===== config.mk =====
export PLATFORM = sky130hd
export DESIGN_NAME = ntt_stage_scheduler
export DESIGN_NICKNAME = d
export VERILOG_FILES = /design/src/rtl/ntt_stage_scheduler.sv
export SDC_FILE = /design/constraint.sdc
export NUM_CORES = 1
export LEC_CHECK = 0
export ABC_CLOCK_PERIOD_IN_PS = 4600
export BUFFER_PORTS_ARGS = -buffer_cell sky130_fd_sc_hd__buf_2
export CAP_MARGIN = 20
export CORE_ASPECT_RATIO = 1.75
export CORE_UTILIZATION = 25
export DETAILED_ROUTE_END_ITERATION = 10
export PLACE_DENSITY_LB_ADDON = 0.2
export SYNTH_ARGS = -nofsm -noshare
export SYNTH_HDL_FRONTEND = slang
export SYNTH_SLANG_ARGS = --single-unit

===== constraint.sdc =====
create_clock -name ap_clk -period 4.6 [get_ports ap_clk]
set_clock_uncertainty 0.2 [all_clocks]
set_input_delay 0.69 -clock ap_clk [delete_from_list [all_inputs] [get_ports ap_clk]]
set_output_delay 0.69 -clock ap_clk [all_outputs]
set_load 0.1 [all_outputs]

===== src/rtl/ntt_stage_scheduler.sv =====
// rtl/ntt_stage_scheduler.sv - run-level start/done handshake controller for the NTT child tasks
// Launches every child task per transform, repeats for num_polys transforms, aborts on watchdog.
module ntt_stage_scheduler #(
   parameter int NUM_TASKS      = 12,
   parameter int CNT_W          = 16,
   parameter int TIMEOUT_CYCLES = 65535
) (
   input  logic                 ap_clk,
   input  logic                 ap_rst_n,
   input  logic                 ap_start,
   output logic                 ap_ready,
   output logic                 ap_done,
   output logic                 ap_idle,
   input  logic [CNT_W-1:0]     num_polys,
   output logic [NUM_TASKS-1:0] task_ap_start,
   input  logic [NUM_TASKS-1:0] task_ap_ready,
   input  logic [NUM_TASKS-1:0] task_ap_done,
   output logic [NUM_TASKS-1:0] task_ap_continue,
   output logic [CNT_W-1:0]     poly_count,
   output logic                 timeout_err
);

   localparam int WD_W = (TIMEOUT_CYCLES > 1) ? $clog2(TIMEOUT_CYCLES + 1) : 1;
   localparam logic WD_EN = (TIMEOUT_CYCLES != 0);
   localparam logic [WD_W-1:0] WD_LIMIT = WD_W'((TIMEOUT_CYCLES > 0) ? TIMEOUT_CYCLES - 1 : 0);

   typedef enum logic [1:0] {S_IDLE, S_RUN, S_DONE} state_t;

   state_t               state_q, state_d;
   logic [NUM_TASKS-1:0] started_q, started_d, done_q, done_d, cont_q;
   logic [NUM_TASKS-1:0] accept, started_nx, done_nx;
   logic [CNT_W-1:0]     target_q, target_d, count_q, count_d, count_inc;
   logic [WD_W-1:0]      wd_q, wd_d;
   logic                 err_q, err_d;
   logic                 event_seen, iter_done, wd_expired;

   assign task_ap_start    = (state_q == S_RUN) ? ~started_q : '0;
   assign task_ap_continue = cont_q;
   assign ap_done          = (state_q == S_DONE);
   assign ap_ready         = (state_q == S_DONE);
   assign ap_idle          = (state_q == S_IDLE);
   assign poly_count       = count_q;
   assign timeout_err      = err_q;

   // Completion looks at the masks including this cycle's events, so the
   // next iteration (or DONE) follows the last child event by one cycle.
   always_comb begin
      accept     = task_ap_start & task_ap_ready;
      started_nx = started_q | accept;
      done_nx    = done_q | task_ap_done;
      event_seen = (|accept) | (|task_ap_done);
      iter_done  = (&started_nx) & (&done_nx);
      count_inc  = count_q + CNT_W'(1);
      wd_expired = WD_EN && !event_seen && (wd_q == WD_LIMIT);
   end

   always_comb begin
      state_d   = state_q;
      started_d = started_q;
      done_d    = done_q;
      target_d  = target_q;
      count_d   = count_q;
      wd_d      = wd_q;
      err_d     = err_q;
      case (state_q)
         S_IDLE: begin
            if (ap_start) begin
               target_d  = (num_polys == '0) ? CNT_W'(1) : num_polys;
               count_d   = '0;
               err_d     = 1'b0;
               started_d = '0;
               done_d    = '0;
               wd_d      = '0;
               state_d   = S_RUN;
            end
         end
         S_RUN: begin
            started_d = started_nx;
            done_d    = done_nx;
            wd_d      = event_seen ? '0 : wd_q + WD_W'(1);
            if (iter_done) begin
               count_d   = count_inc;
               started_d = '0;
               done_d    = '0;
               wd_d      = '0;
               if (count_inc == target_q) state_d = S_DONE;
            end else if (wd_expired) begin
               err_d   = 1'b1;
               state_d = S_DONE;
            end
         end
         S_DONE:  state_d = S_IDLE;
         default: state_d = S_IDLE;
      endcase
   end

   always_ff @(posedge ap_clk or negedge ap_rst_n) begin
      if (!ap_rst_n) begin
         state_q   <= S_IDLE;
         started_q <= '0;
         done_q    <= '0;
         cont_q    <= '0;
         target_q  <= '0;
         count_q   <= '0;
         wd_q      <= '0;
         err_q     <= 1'b0;
      end else begin
         state_q   <= state_d;
         started_q <= started_d;
         done_q    <= done_d;
         cont_q    <= task_ap_done;
         target_q  <= target_d;
         count_q   <= count_d;
         wd_q      <= wd_d;
         err_q     <= err_d;
      end
   end

endmodule


==> run metrics, run 1 <==
global-route wire length before repair ~21 mm; R2R Setup Slk about 1.5 ns; GR met3 Demand/Resource between 2 and 3%; PostCTS Resize Cnt 0; shortest period the worst path allows 3.100 ns; CP startpoint kind flop; # port buffers 86; Max VDD drop 0.2279 mV; Iteration-0 DRC Markers slightly below 200; # fillers about 1900; total gr overflow 0; post-synthesis sequential area ratio between 40% and 50%; clock slew seen by the registers of the worst setup and hold paths about 0.07 ns; Worst-Skew Late Latency approximately 0.35 ns; maxcap violations 0; Routed WL roughly 13 mm; Worst EP required about 4.6 ns; period utilization about two thirds; final net count just under 600; yosys warns 0; # DRC 0; Synth async-reset ratio 100.0%; highest clock rate 322.6 MHz; GR peak layer met2; synthesis-to-layout area growth 20.83%; GR Util met2 between 20% and 30%; met1 Use GR ~16%; final hold viol count 0; RSZ-0062 raised after global routing false; Setup Fix Bufs, Post-CTS 0; nature of the critical path endpoint flop; crit path DAT about 3.1 ns; total CTS buffers 9; largest net degree at the start of global routing 61; DP HPWL between 9 and 10 mm; FF+latch count, synth 87; Initial Util about a quarter; Chip Height 179.8 um; Post-Syn Nets about 500; root buffer cell clkbuf_16; WL/cell 16.86 um; power density over cell area about 620 nW/um^2; CTS Sinks a little under 90; hold_buf cts 0; TritonCTS clock tree done; final core occ just over 30%; # rows 64; count of cell types in the netlist 61; layout cell share with drive strength beyond 1 25.60%; Via Count slightly below 4000; worst hold slack 0.1943 ns; GPL Wtd Cong between 0.7 and 0.8; top-level port count 87; Worst Max-Slew Pin Slew slightly above 0.9 ns; drt first pass iters 5; LEAKAGE 2.417 nW; Core Area 17620 um^2; initial antenna violation count 0; commonest non-fill, non-tap cell in the layout dfrtp_1; Crit Path Max Fanout 25; routed vias/inst around 5; H-Tree Depth 3; Post-synth EDFFs 0; worst hold path class input port to async pin; post-route insts no fill approximately 770; Synth Instances roughly 460; placed insts ~760; max-slew violation count 0; mapped cell area around 4500 um^2; Routed Antenna Nets 0; GRT Util Overall 14.41%; Sum Neg Setup Slack 0 ns; vias in the first global route around 4000; die area 18640 um^2; Die Width approximately 100 um; most frequent cells in the layout 87 x dfrtp_1, 85 x buf_2, 42 x nor2_1, 36 x nand2_1, 30 x a22o_1; Post-synth top flop dfrtp_1; Antenna Cells 0; Max transition margin 38.13%; average size of a mapped cell a little under 10 um^2; CP Class flop to flop; run status complete, no violations; final setup vio count 0; maximum buffer depth of the clock tree 2
[power by group]
part           switching, mW  internal, mW  leakage, nW  total (mW)
combinational          0.984         0.477         1.21        1.46
sequential             0.225         0.959         1.06        1.18
clock                  0.355         0.385        0.147       0.740
total                   1.56          1.82         2.42        3.39
[flip-flops by register name (all words and copies together), names as in the netlist]
name and cells:
timeout_err 1, state_q 2, started_q 12, done_q 12, wd_q 16, poly_count 16, target_q 16, task_ap_continue 12
[area by class of cell]
type	count	area, um^2	area share (%)
repair buffers	91	478.0	8.755
clock inverters	7	73.82	1.352
inverters	14	52.55	0.9626
well taps	231	289.0	5.295
clock buffers	9	225.2	4.126
flip-flops and latches	87	2177	39.88
multi-input cells	335	2163	39.63
[path summary, 6_finish.rpt]
check | startpoint | to | cells past startpoint
min in group ap_clk | task_ap_done[10] | task_ap_continue[10]$_DFF_PN0_ | 1
worst min-delay path | ap_rst_n | target_q[7]$_DFFE_PN0P_ | 1
max in group asynchronous | ap_rst_n | target_q[15]$_DFFE_PN0P_ | 2
worst min register to register | done_q[2]$_DFFE_PN0P_ | done_q[2]$_DFFE_PN0P_ | 1
worst max-delay path | state_q[1]$_DFFE_PN0P_ | poly_count[0]$_DFFE_PN0P_ | 7
worst max register to register | state_q[1]$_DFFE_PN0P_ | poly_count[0]$_DFFE_PN0P_ | 7
[routing by layer]
| layer | up-vias | routed length, um |
|---|---|---|
| li1 | 1848 | - |
| met1 | 1888 | 5077 |
| met2 | 103 | 7052 |
| met3 | 24 | 495 |
| met4 | 0 | 420 |
| met5 | - | 0 |
[kinds of logic (layout without fill, tap and decap cells)]
kind of cell / Yosys count / in the layout / share of synthesized area [%]
xor+xnor: 21 / 21 / 4.071
mux: 18 / 18 / 4.431
buf+inv: 35 / 121 / 3.932
simple gates: 180 / 180 / 20.63
flops: 87 / 87 / 48.19
compound gates: 113 / 113 / 17.92
fa+ha+maj: 3 / 3 / 0.8309
[Yosys cell counts (4+ instances only)]
master / number / share of area, %
inv_1: 14 / 1.2
a21o_1: 5 / 0.83
mux2_2: 16 / 4.0
xnor2_1: 11 / 2.1
a31oi_1: 5 / 0.69
dfrtp_1: 87 / 48
nor2_1: 42 / 3.5
nand2_1: 36 / 3.0
nand2b_1: 7 / 0.97
a21oi_1: 6 / 0.66
buf_6: 4 / 1.0
xor2_1: 10 / 1.9
nand4_1: 10 / 1.4
clkbuf_1: 4 / 0.33
nor3_1: 17 / 1.9
buf_2: 10 / 1.1
o21a_1: 4 / 0.66
o22ai_1: 19 / 2.6
nand3_1: 29 / 3.2
o21ai_0: 24 / 2.7
a22o_1: 30 / 5.8
nor4_1: 11 / 1.5
[through the flow]
step	power, mW	area, um^2	worst slack (ns)
final	3.386	5459	1.500
after global routing	3.571	5459	1.206
after CTS	3.405	5444	1.442
after detailed placement	2.651	5145	1.445
after global placement	2.637	5145	1.512
after floorplan	2.329	4518	1.356
[worst max-delay path: stages (launching register included)]
cell and delay, ns:
dfrtp_1 0.48, nand2b_1 0.52, a21oi_2 0.27, o2111ai_2 0.18, nor3b_2 0.26, mux2i_1 0.10, or2_1 0.55, mux2_2 0.43
Note: power is estimated with default switching activity, not from simulation.
==> inputs of run 2 (changes only) <==
ABC_CLOCK_PERIOD_IN_PS = 3000   (was 4600)
clock period = 3 ns   (was 4.6 ns; I/O delays follow)
==> run 2 against run 1 <==
  * First-iteration DRC count shrank 13%
  * Setup slack worse by 1.3 ns
  * Sequential share of layout area shrank 0.57 points
  * Power rose by 53%
  * Highest routed layer unchanged
  * Final cell count up 1.4%
  * Critical path depth did not move
==> run metrics, run 2 (synthesized netlist as in run 1, its figures left out) <==
GRT Util Overall between 10% and 20%; period utilization between 90% and 100%; GPL Wtd Cong between 0.8 and 0.9; vias in the first global route ~4200; maximum buffer depth of the clock tree 2; LEAKAGE ~2.5 nW; power density over cell area roughly 930 nW/um^2; highest clock rate roughly 360 MHz; Routed WL approximately 13 mm; CTS Sinks 87; Max VDD drop 0.4639 mV; WL/cell 16.70 um; CP startpoint kind flop; worst slack at placement about 0.15 ns; Worst EP required between 3 and 4 ns; largest net degree at the start of global routing 55; Initial Util between 20% and 30%; Die Width approximately 100 um; total gr overflow 0; final hold viol count 0; H-Tree Depth 3; global-route wire length before repair ~22 mm; Core Area around 18000 um^2; Worst Max-Slew Pin Slew 1.085 ns; Placed Area 5248 um^2; RSZ-0062 raised after global routing false; final net count between 500 and 600; clock slew seen by the registers of the worst setup and hold paths 0.07 ns; cell area after layout roughly 5500 um^2; Sum Neg Setup Slack 0 ns; top-level port count 87; Via Count roughly 4000; TritonCTS clock tree done; worst hold slack ~0.040 ns; Chip Height 179.8 um; drt first pass iters 4; CP Class flop to flop; setup slack after layout 0.2272 ns; initial antenna violation count 0; Routed Antenna Nets 0; Setup Fix Bufs, Post-CTS 0; root buffer cell clkbuf_16; # rows 64; # port buffers 86; # fillers ~1900; die area about 19000 um^2; max-slew violation count 0; run status complete, no violations; total CTS buffers 9; final setup vio count 0; nature of the critical path endpoint flop; DP HPWL between 9 and 10 mm; maxcap violations 0; Worst-Skew Late Latency 0.36 ns; Iteration-0 DRC Markers around 170; synthesis-to-layout area growth 22.71%; worst hold path class input port to flop; PostCTS Resize Cnt 0; most frequent cells in the layout 85 x dfrtp_1, 85 x buf_2, 40 x nor2_1, 36 x nand2_1, 30 x a22o_1; Max transition margin between 20 and 30%; hold_buf cts 1; crit path DAT ~2.9 ns; shortest period the worst path allows roughly 2.8 ns; Crit Path Max Fanout 25; Antenna Cells 0; layout cell share with drive strength beyond 1 27.62%; # DRC 0; routed vias/inst roughly 5.0
-- run 2: cell count changes in the layout (fill, tap and decap cells not counted), moves of 2 or more --
cell | before | now
nor2_1 | 42 | 40
clkinvlp_4 | 0 | 2
buf_4 | 5 | 15
nor2_2 | 1 | 3
dfrtp_2 | 0 | 2
dfrtp_1 | 87 | 85
-- run 2: layout make-up --
| cell class | count | area [um^2] | share of cell area [%] |
|---|---|---|---|
| Multi-Input combinational cell | 335 | 2168 | 39.11 |
| Inverter | 14 | 52.55 | 0.9479 |
| Tap cell | 231 | 289.0 | 5.213 |
| Timing Repair Buffer | 102 | 568.0 | 10.25 |
| Clock inverter | 7 | 61.31 | 1.106 |
| Sequential cell | 87 | 2180 | 39.31 |
| Clock buffer | 9 | 225.2 | 4.062 |
-- run 2: layer usage --
layer / share of wire, % / track usage [%] / vias to the layer above
met2: 53 / 26.63 / 111
met3: 4.5 / 3.336 / 32
met4: 3.8 / 8.464 / 0
met1: 39 / 15.97 / 1941
met5: 0 / 0 / -
li1: - / - / 1876
-- run 2: path summary, 6_finish.rpt --
check | start | end | slack [ns] | cells past startpoint
max reg2reg | state_q[1]$_DFFE_PN0P_ | started_q[8]$_DFFE_PN0P_ | 0.23 | 7
max | state_q[1]$_DFFE_PN0P_ | started_q[8]$_DFFE_PN0P_ | 0.23 | 7
max in group asynchronous | ap_rst_n | poly_count[9]$_DFFE_PN0P_ | 1.47 | 3
min reg2reg | wd_q[8]$_DFFE_PN0P_ | wd_q[8]$_DFFE_PN0P_ | 0.29 | 1
min in group asynchronous | ap_rst_n | target_q[2]$_DFFE_PN0P_ | 0.48 | 2
min | task_ap_done[10] | task_ap_continue[10]$_DFF_PN0_ | 0.04 | 1
-- run 2: power breakdown --
part           switching, mW  total, mW  internal (mW)  leakage, nW
Combinational           1.53       2.28          0.747         1.27
Clock                  0.528       1.11          0.578        0.135
Sequential             0.325       1.80           1.47         1.05
-- run 2: critical path, cell delays in order, from the launching register on --
cell	delay [ns]
dfrtp_1	0.49
nand2b_1	0.38
buf_4	0.25
a21oi_1	0.08
nand4_1	0.13
nor4_2	0.07
nor2_2	0.82
a22o_1	0.28
-- run 2: per-stage QoR --
step / total power [mW] / std cells / util [%]
finish: 5.182 / 785 / 31.47
global route: 5.495 / 785 / 31.47
CTS: 5.246 / 785 / 31.47
detailed placement: 4.110 / 768 / 29.79
global placement: 4.088 / 768 / 29.79
floorplan: 3.577 / 457 / -
